--- src/rtl/output_queue.sv ---
// rtl/output_queue.sv - token output queue with indexed, registered, fixed-latency read port
module output_queue #(
    parameter int INTEGER_PART_WIDTH    = 8,
    parameter int FRACTIONAL_PART_WIDTH = 8,
    parameter int OUTPUT_QUEUE_SIZE     = 64,
    localparam int NW = INTEGER_PART_WIDTH + FRACTIONAL_PART_WIDTH,
    localparam int EW = NW + 1,
    localparam int LW = $clog2(OUTPUT_QUEUE_SIZE + 1),
    localparam int IW = $clog2(OUTPUT_QUEUE_SIZE)
) (
    input  logic          clk,
    input  logic          rst_n,
    input  logic          clear,
    input  logic          push,
    input  logic [EW-1:0] push_data,
    output logic          full,
    output logic          overflow,
    output logic [LW-1:0] output_queue_length,
    input  logic [IW-1:0] output_queue_index,
    input  logic          output_queue_get,
    output logic [EW-1:0] output_queue_data_out,
    output logic          output_queue_ready
);

    typedef enum logic [1:0] {
        IDLE,
        READ_ADDR,
        READ_DATA
    } state_t;

    state_t        state;
    state_t        state_d;
    logic [EW-1:0] mem [OUTPUT_QUEUE_SIZE];
    logic [EW-1:0] rd_q;
    logic [IW-1:0] rd_idx;
    logic          rd_oor;
    logic [LW-1:0] length;
    logic          do_write;
    logic          latch_req;
    logic          ready_d;
    logic [EW-1:0] data_out_d;

    assign full                = (length == LW'(OUTPUT_QUEUE_SIZE));
    assign output_queue_length = length;
    assign do_write            = rst_n && push && !clear && !full;

    // Storage has no reset: contents past length are never returned to a reader.
    always_ff @(posedge clk) begin
        if (do_write) begin
            mem[IW'(length)] <= push_data;
        end
        if (state == READ_ADDR) begin
            rd_q <= mem[rd_idx];
        end
    end

    // The range test uses the length seen when get was sampled, not at READ_DATA.
    always_ff @(posedge clk) begin
        if (latch_req) begin
            rd_idx <= output_queue_index;
            rd_oor <= (LW'(output_queue_index) >= length);
        end
    end

    always_ff @(posedge clk) begin
        if (!rst_n) begin
            length   <= '0;
            overflow <= 1'b0;
        end else if (clear) begin
            length   <= '0;
            overflow <= 1'b0;
        end else if (push) begin
            if (full) begin
                overflow <= 1'b1;
            end else begin
                length <= length + LW'(1);
            end
        end
    end

    always_ff @(posedge clk) begin
        if (!rst_n) begin
            state                 <= IDLE;
            output_queue_ready    <= 1'b0;
            output_queue_data_out <= '0;
        end else begin
            state                 <= state_d;
            output_queue_ready    <= ready_d;
            output_queue_data_out <= data_out_d;
        end
    end

    always_comb begin
        state_d    = state;
        latch_req  = 1'b0;
        ready_d    = output_queue_ready;
        data_out_d = output_queue_data_out;
        case (state)
            IDLE: begin
                if (output_queue_get) begin
                    latch_req = 1'b1;
                    ready_d   = 1'b0;
                    state_d   = READ_ADDR;
                end
            end
            READ_ADDR: begin
                state_d = READ_DATA;
            end
            READ_DATA: begin
                data_out_d = rd_oor ? '0 : rd_q;
                ready_d    = 1'b1;
                state_d    = IDLE;
            end
            default: begin
                state_d = IDLE;
            end
        endcase
    end

endmodule

--- config.mk ---
export PLATFORM = sky130hd
export DESIGN_NAME = output_queue
export DESIGN_NICKNAME = d
export VERILOG_FILES = /design/src/rtl/output_queue.sv
export SDC_FILE = /design/constraint.sdc
export NUM_CORES = 1
export LEC_CHECK = 0
export ABC_AREA = 1
export BUFFER_PORTS_ARGS = -buffer_cell sky130_fd_sc_hd__buf_4
export CAP_MARGIN = 30
export CORE_MARGIN = 2
export CORE_UTILIZATION = 25
export DETAILED_ROUTE_END_ITERATION = 10
export PLACE_DENSITY_LB_ADDON = 0.12
export RECOVER_POWER = 100
export SLEW_MARGIN = 25
export SYNTH_ARGS = -nofsm -noshare
export SYNTH_HDL_FRONTEND = slang
export SYNTH_SLANG_ARGS = --single-unit
--- constraint.sdc ---
create_clock -name clk -period 3.4 [get_ports clk]
set_input_delay 1.02 -clock clk [delete_from_list [all_inputs] [get_ports clk]]
set_output_delay 1.02 -clock clk [all_outputs]
set_load 0.05 [all_outputs]
==> out/metrics.csv, run 1 <==
metric,value,unit
cts_max_level,4,
ys_seq_area_share,73.5,%
netlist_area,46200,um2
cts.sinks,1140,
antenna_left,0,
period_needed,3.15,ns
synthCells,3908,
dp_slack,0.171,ns
cts_hold_buffers,0,
tns,0,ns
worst_slew_pin_slew,2.77,ns
finalMaxSlewViolations,693,
violations,"capacitance limit, slew limit",
post_cts.resized_instances,0,
initialDrtViolationCount,2223,
setup_ws,0.246,ns
crit_type,reg -> out,
setup_viol,0,
cts_root_buf,clkbuf_16,
maxCapViolCount,17,
syn_avg_cell_area,11.8,um2
port-buffer-count,54,
cts_buffers,137,
viasPerCell,4.46,
layout-drive-gt1-share,9.52,%
yosysTopAreaCellShare,72.3,%
dieArea,188000,um2
yosysTopAreaCell,edfxtp_1,
fp-row-count,157,
grt_pass1_wl,222000,um
rsz0062_at_grt,no,
fin_skew,0.0326,ns
async_flop_share,0,%
coreArea,183000,um2
yosys_warnings,0,
insertion_delay,0.79,ns
first_global_vias,29135,
drc_errors,0,
power_leakage,19.0,nW
synthToLayoutAreaGrowth,17.3,%
synth_nets,3944,
grt_overflow,0,
worst_ep_arrival_time,2.13,ns
hpwlAfterDp,93900,um
hold_viol_final,0,
mostFrequentLayoutCell,nand2_1,
synth_flop_cell,edfxtp_1,
die_y,434,um
period_share,92.8,%
irDropWorstVdd,514,uV
synth_cell_types,31,
ys_seq_elements,1140,
clk_pin_slew_worst_paths,0.05,ns
grt_max_degree,94,
layout_common_cells,"nand2_1 (1410), edfxtp_1 (1112), nand3_1 (947)",
nNetsFinal,4061,
power.density,591,nW/um2
routedWlPerCell,23.7,um
cp-end-kind,primary output,
cts_tree,yes,
hold_class,in -> reg,
post_cts_buffers,0,
routabilityCongestion,0.765,
cp.required,2.38,ns
ys_top_cells_by_area,"edfxtp_1 (72%), nand2_1 (11%), nand3_1 (10%)",
first_pass_iters,5,
start_kind,flop,
synth_edf_count,1112,
initial_core_util,25.2,%
io_pins,55,
grt_util_all_layers,16.6,%
die_w,434,um
vias,29430,
relSlewSlack,-84.8,%
cts_buffer_depth,3,
routed_wl,156000,um
cp_max_fo,8,
grt_antenna_before_repair,4,
status,"finished, violations left",
max_freq,317,MHz
[synthesized netlist by cell type, types with 2 or more instances]
cell type  count
clkinv_1       4
nor3_1         6
inv_1         22
buf_1         26
nand2_1     1408
clkbuf_1      52
nor2_2         2
nand4_4        2
o21ai_0        6
inv_4          2
dfxtp_1       28
edfxtp_1    1112
a21oi_1       21
buf_2        105
nor2_1        76
ha_1           8
nand3_2        2
buf_6         27
buf_4         31
nand4_1        2
nand2_2        6
nand3_1      946
inv_2          6
[report_power, final]
group          total [mW]  internal, mW  switching (mW)
Clock                14.4          8.38            5.99
Sequential           15.5          15.5          0.0233
Combinational        2.16         0.511            1.65
[area by class of cell]
class | instances | area (um2)
clock inverter | 72 | 717
antenna | 3 | 7.51
sequential | 1140 | 34000
multi-input combinational | 2493 | 10800
inverter | 34 | 159
tap | 2464 | 3080
timing repair buffer | 219 | 1810
clock buffer | 171 | 3640
fill | 18971 | 129000
[critical path, stage by stage (launching register included)]
cell,delay [ns]
dfxtp_1,0.39
nor2_1,0.15
nand2_1,0.23
nor2_4,0.20
clkbuf_2,0.37
[kinds of logic (layout without fill, tap and decap cells)]
kind of cell | count (synthesis) | in the layout | share of synthesized area, %
adder cells (fa/ha/maj) | 8 | 8 | 0.217
flip-flops | 1140 | 1140 | 73.5
AO/OA/AOI/OAI | 32 | 32 | 0.379
AND/OR/NAND/NOR | 2453 | 2453 | 22.7
other | 0 | 3 | 0
buffers and inverters | 275 | 496 | 3.22
[routing by layer]
metal  up-vias  GRT usage (%)  share of wire (%)  wire length, um
met1     14739           22.2                 45            70800
met3       179           2.20                3.2             4980
met5         -              0             0.0077               12
li1      14007              -                  -                -
met4         2           5.87                3.0             4640
met2       503           27.4                 49            76100
[path summary, 6_finish.rpt]
kind	start	to	slack, ns	cells past startpoint
setup / recovery	output_queue_length[5]	full	0.25	4
hold / removal	clear	overflow	0.43	2
setup reg to reg	rd_idx[0]	rd_q[7]	0.29	11
hold reg to reg	state[1]	state[1]	0.46	1
[state kept, by name, indices dropped and copies added, names as in the netlist]
register / flops
rd_idx: 6
output_queue_data_out: 17
mem: 1088
rd_q: 17
output_queue_length: 7
output_queue_ready: 1
overflow: 1
rd_oor: 1
state: 2
[through the flow]
| step | total power, mW | instances | utilization, % | instance area, um2 | hold slack (ns) |
|---|---|---|---|---|---|
| finish | 32.0 | 6596 | 29.5 | 54200 | 0.434 |
| global route | 33.2 | 6593 | 29.5 | 54200 | 0.393 |
| CTS | 32.5 | 6592 | 29.8 | 54700 | 0.366 |
| detailed placement | 18.0 | 6349 | 27.5 | 50400 | 0.448 |
| global placement | 18.0 | 6348 | 27.4 | 50400 | 0.439 |
| floorplan | 16.9 | 3908 | - | 46200 | 0.423 |
Power figures use the tool's default switching activity.
==> run 2, diff against run 1 <==
==> constraint.sdc (replaced) <==
create_clock -name clk -period 3.4 [get_ports clk]
set_input_delay 0.34 -clock clk [delete_from_list [all_inputs] [get_ports clk]]
set_output_delay 0.34 -clock clk [all_outputs]
set_load 0.05 [all_outputs]
==> run 2 against run 1 <==
The run still ends with capacitance limit, slew limit left. Largest power group unchanged. Wire length increased by 1.9%. Setup slack improved by 0.077 ns. Flip-flop and latch count unchanged. Fmax increased by 2.5%. Register-to-register slack improved by 0.06 ns. Sequential share of layout area increased by 0.43 points. Die area unchanged. Critical endpoint unchanged. Non-clock buffer count decreased by 11. Core utilization decreased by 0.20 points.
==> out/metrics.csv, run 2 (same netlist as run 1, synthesis figures left out) <==
metric,value,unit,change
hpwlAfterDp,88100,um,-6.2%
clkPwrFrac,43.3,%,-1.6 points
layout-drive-gt1-share,8.82,%,-0.70 points
largest_reg_flops,1088,,unchanged
cts_tree,yes,,
post_cts.resized_instances,0,,unchanged
power,31.1,mW,-2.9%
routabilityCongestion,0.755,,-1.3%
cts_buffers,135,,-1.5%
cp-end-kind,primary output,,
port-buffer-count,54,,unchanged
final_cells,6578,,-0.27%
viasPerCell,4.51,,+1.2%
fp-row-count,157,,unchanged
r2r_start,rd_idx[0],,
cts_max_level,4,,unchanged
io_pins,55,,unchanged
place_inst,6325,,-0.38%
crit_type,reg -> out,,
power.density,577,nW/um2,-2.3%
crit_top_cell,clkbuf_1,,
crit_buf_inv,3,,+2
grt_max_degree,108,,+15%
p_sw_share,23.9,%,about the same
worst_ep_arrival_time,2.74,ns,+0.61 ns
first_global_vias,29470,,+1.1%
insertion_delay,0.77,ns,-0.02 ns
die_w,434,um,unchanged
period_share,90.5,%,-2.3 points
p_sw,7.43,mW,-3.0%
post_cts_buffers,0,,unchanged
violations,"capacitance limit, slew limit",,
fin_skew,0.0250,ns,-0.00761 ns
drc_errors,0,,unchanged
setup_viol,0,,unchanged
fin_util,29.3,%,-0.20 points
dieArea,188000,um2,unchanged
cts_buffer_depth,3,,unchanged
die_y,434,um,unchanged
grt_util_all_layers,16.9,%,+0.35 points
mostFrequentLayoutCell,nand2_1,,
internal-power,23.6,mW,-2.9%
grt_overflow,0,,unchanged
worst_slew_pin_slew,2.20,ns,-0.573 ns
coreArea,183000,um2,unchanged
relSlewSlack,-46.6,%,+38 points
cpLargestDelayFamily,buffers and inverters,,
rsz0062_at_grt,no,,
combPwrFrac,6.8,%,about the same
grt_pass1_wl,228000,um,+2.4%
largest_register,mem,,
cts_root_buf,clkbuf_16,,
initialDrtViolationCount,2241,,+0.81%
first_pass_iters,5,,unchanged
irDropWorstVdd,456,uV,-11%
cp_max_fo,8,,unchanged
maxCapViolCount,17,,unchanged
antenna_left,0,,unchanged
routedWlPerCell,24.2,um,+2.1%
grt_antenna_before_repair,2,,-2
hold_viol_final,0,,unchanged
cts.sinks,1140,,unchanged
layout_common_cells,"nand2_1 (1409), edfxtp_1 (1112), nand3_1 (948)",,
p_seq_share,49.9,%,+1.5 points
finalMaxSlewViolations,996,,+44%
synthToLayoutAreaGrowth,16.5,%,
cp_cell_sequence,clkbuf_1 > inv_1 > ha_1 > nand3_1 > nor2_4 > clkbuf_1,,
cts_hold_buffers,10,,+10
start_kind,flop,,
status,"finished, violations left",,
routed_wl,159000,um,+1.9%
initial_core_util,25.2,%,unchanged
critPathMaxStageDelay,0.52,ns,+0.13 ns
nNetsFinal,4048,,-0.32%
power_leakage,18.8,nW,-0.91%
cpMaxStageDelayCell,clkbuf_1,,
hold_class,in -> reg,,
cp.required,3.06,ns,+0.68 ns
hold_ws,0.135,ns,-0.299 ns
vias,29697,,+0.91%
period_needed,3.08,ns,-0.0770 ns
crit_start,output_queue_length[1],,
max_freq,325,MHz,+2.5%
worstHoldStart,push,,
reg.largest.list,"mem x1088, output_queue_data_out x17, rd_q x17",,
clk_pin_slew_worst_paths,0.06,ns,about the same
tns,0,ns,unchanged
run 2: cell types whose count changed in the layout (fill, tap and decap cells not counted), sizes merged, moves of 3 or more:
| cell | delta |
|---|---|
| clkinv | -8 |
| bufinv | -7 |
| clkinvlp | -3 |
| dlygate4sd3 | +11 |
| buf | +21 |
| clkbuf | -39 |
| diode | +6 |
run 2: cell type report:
| cell class | instances | area, um2 |
|---|---|---|
| clock inverter | 56 | 384 |
| clock buffer | 174 | 3610 |
| antenna | 9 | 22.5 |
| sequential | 1140 | 34000 |
| inverter | 34 | 159 |
| fill | 18880 | 130000 |
| tap | 2464 | 3080 |
| multi-input combinational | 2493 | 10800 |
| timing repair buffer | 208 | 1810 |
run 2: power groups by stage:
stage | clock network [mW] | registers [mW] | logic [mW]
floorplan | 0 | 15.8 | 1.11
global placement | 0 | 15.8 | 2.20
detailed placement | 0 | 15.8 | 2.19
CTS | 13.9 | 15.5 | 2.20
global route | 14.4 | 15.5 | 2.32
finish | 13.5 | 15.5 | 2.12
run 2: path summary, 6_finish.rpt:
check / to / slack (ns) / depth (start not counted)
min: output_queue_length[1] / 0.14 / 4
max reg2reg: rd_q[5] / 0.35 / 11
max: full / 0.32 / 6
min reg2reg: state[1] / 0.45 / 1
run 2: layer usage:
layer	vias to the layer above	share of wire, %	track usage (%)
li1	13971	-	-
met1	15009	45	22.3
met2	527	49	28.5
met3	190	3.2	2.32
met4	0	2.9	5.73
met5	-	0	0
run 2: through the flow:
| stage | worst slack [ns] | cell area [um2] |
|---|---|---|
| 2_1_floorplan | 0.139 | 46200 |
| 3_3_place_gp | 0.527 | 50000 |
| 3_5_place_dp | 0.526 | 50000 |
| 4_1_cts | 0.482 | 54100 |
| 5_1_grt | 0.195 | 53800 |
| 6_report | 0.323 | 53800 |
run 2: worst reg2reg max path, stage by stage (launching register included):
cell and delay, ns:
edfxtp_1 0.59, buf_12 0.21, buf_6 0.58, buf_4 0.46, nand2_1 0.10, nand3_1 0.09
nand3_1 0.11, nand2_1 0.09, nand2_1 0.05, nand3_1 0.15, nand3_1 0.30, nand2_1 0.17
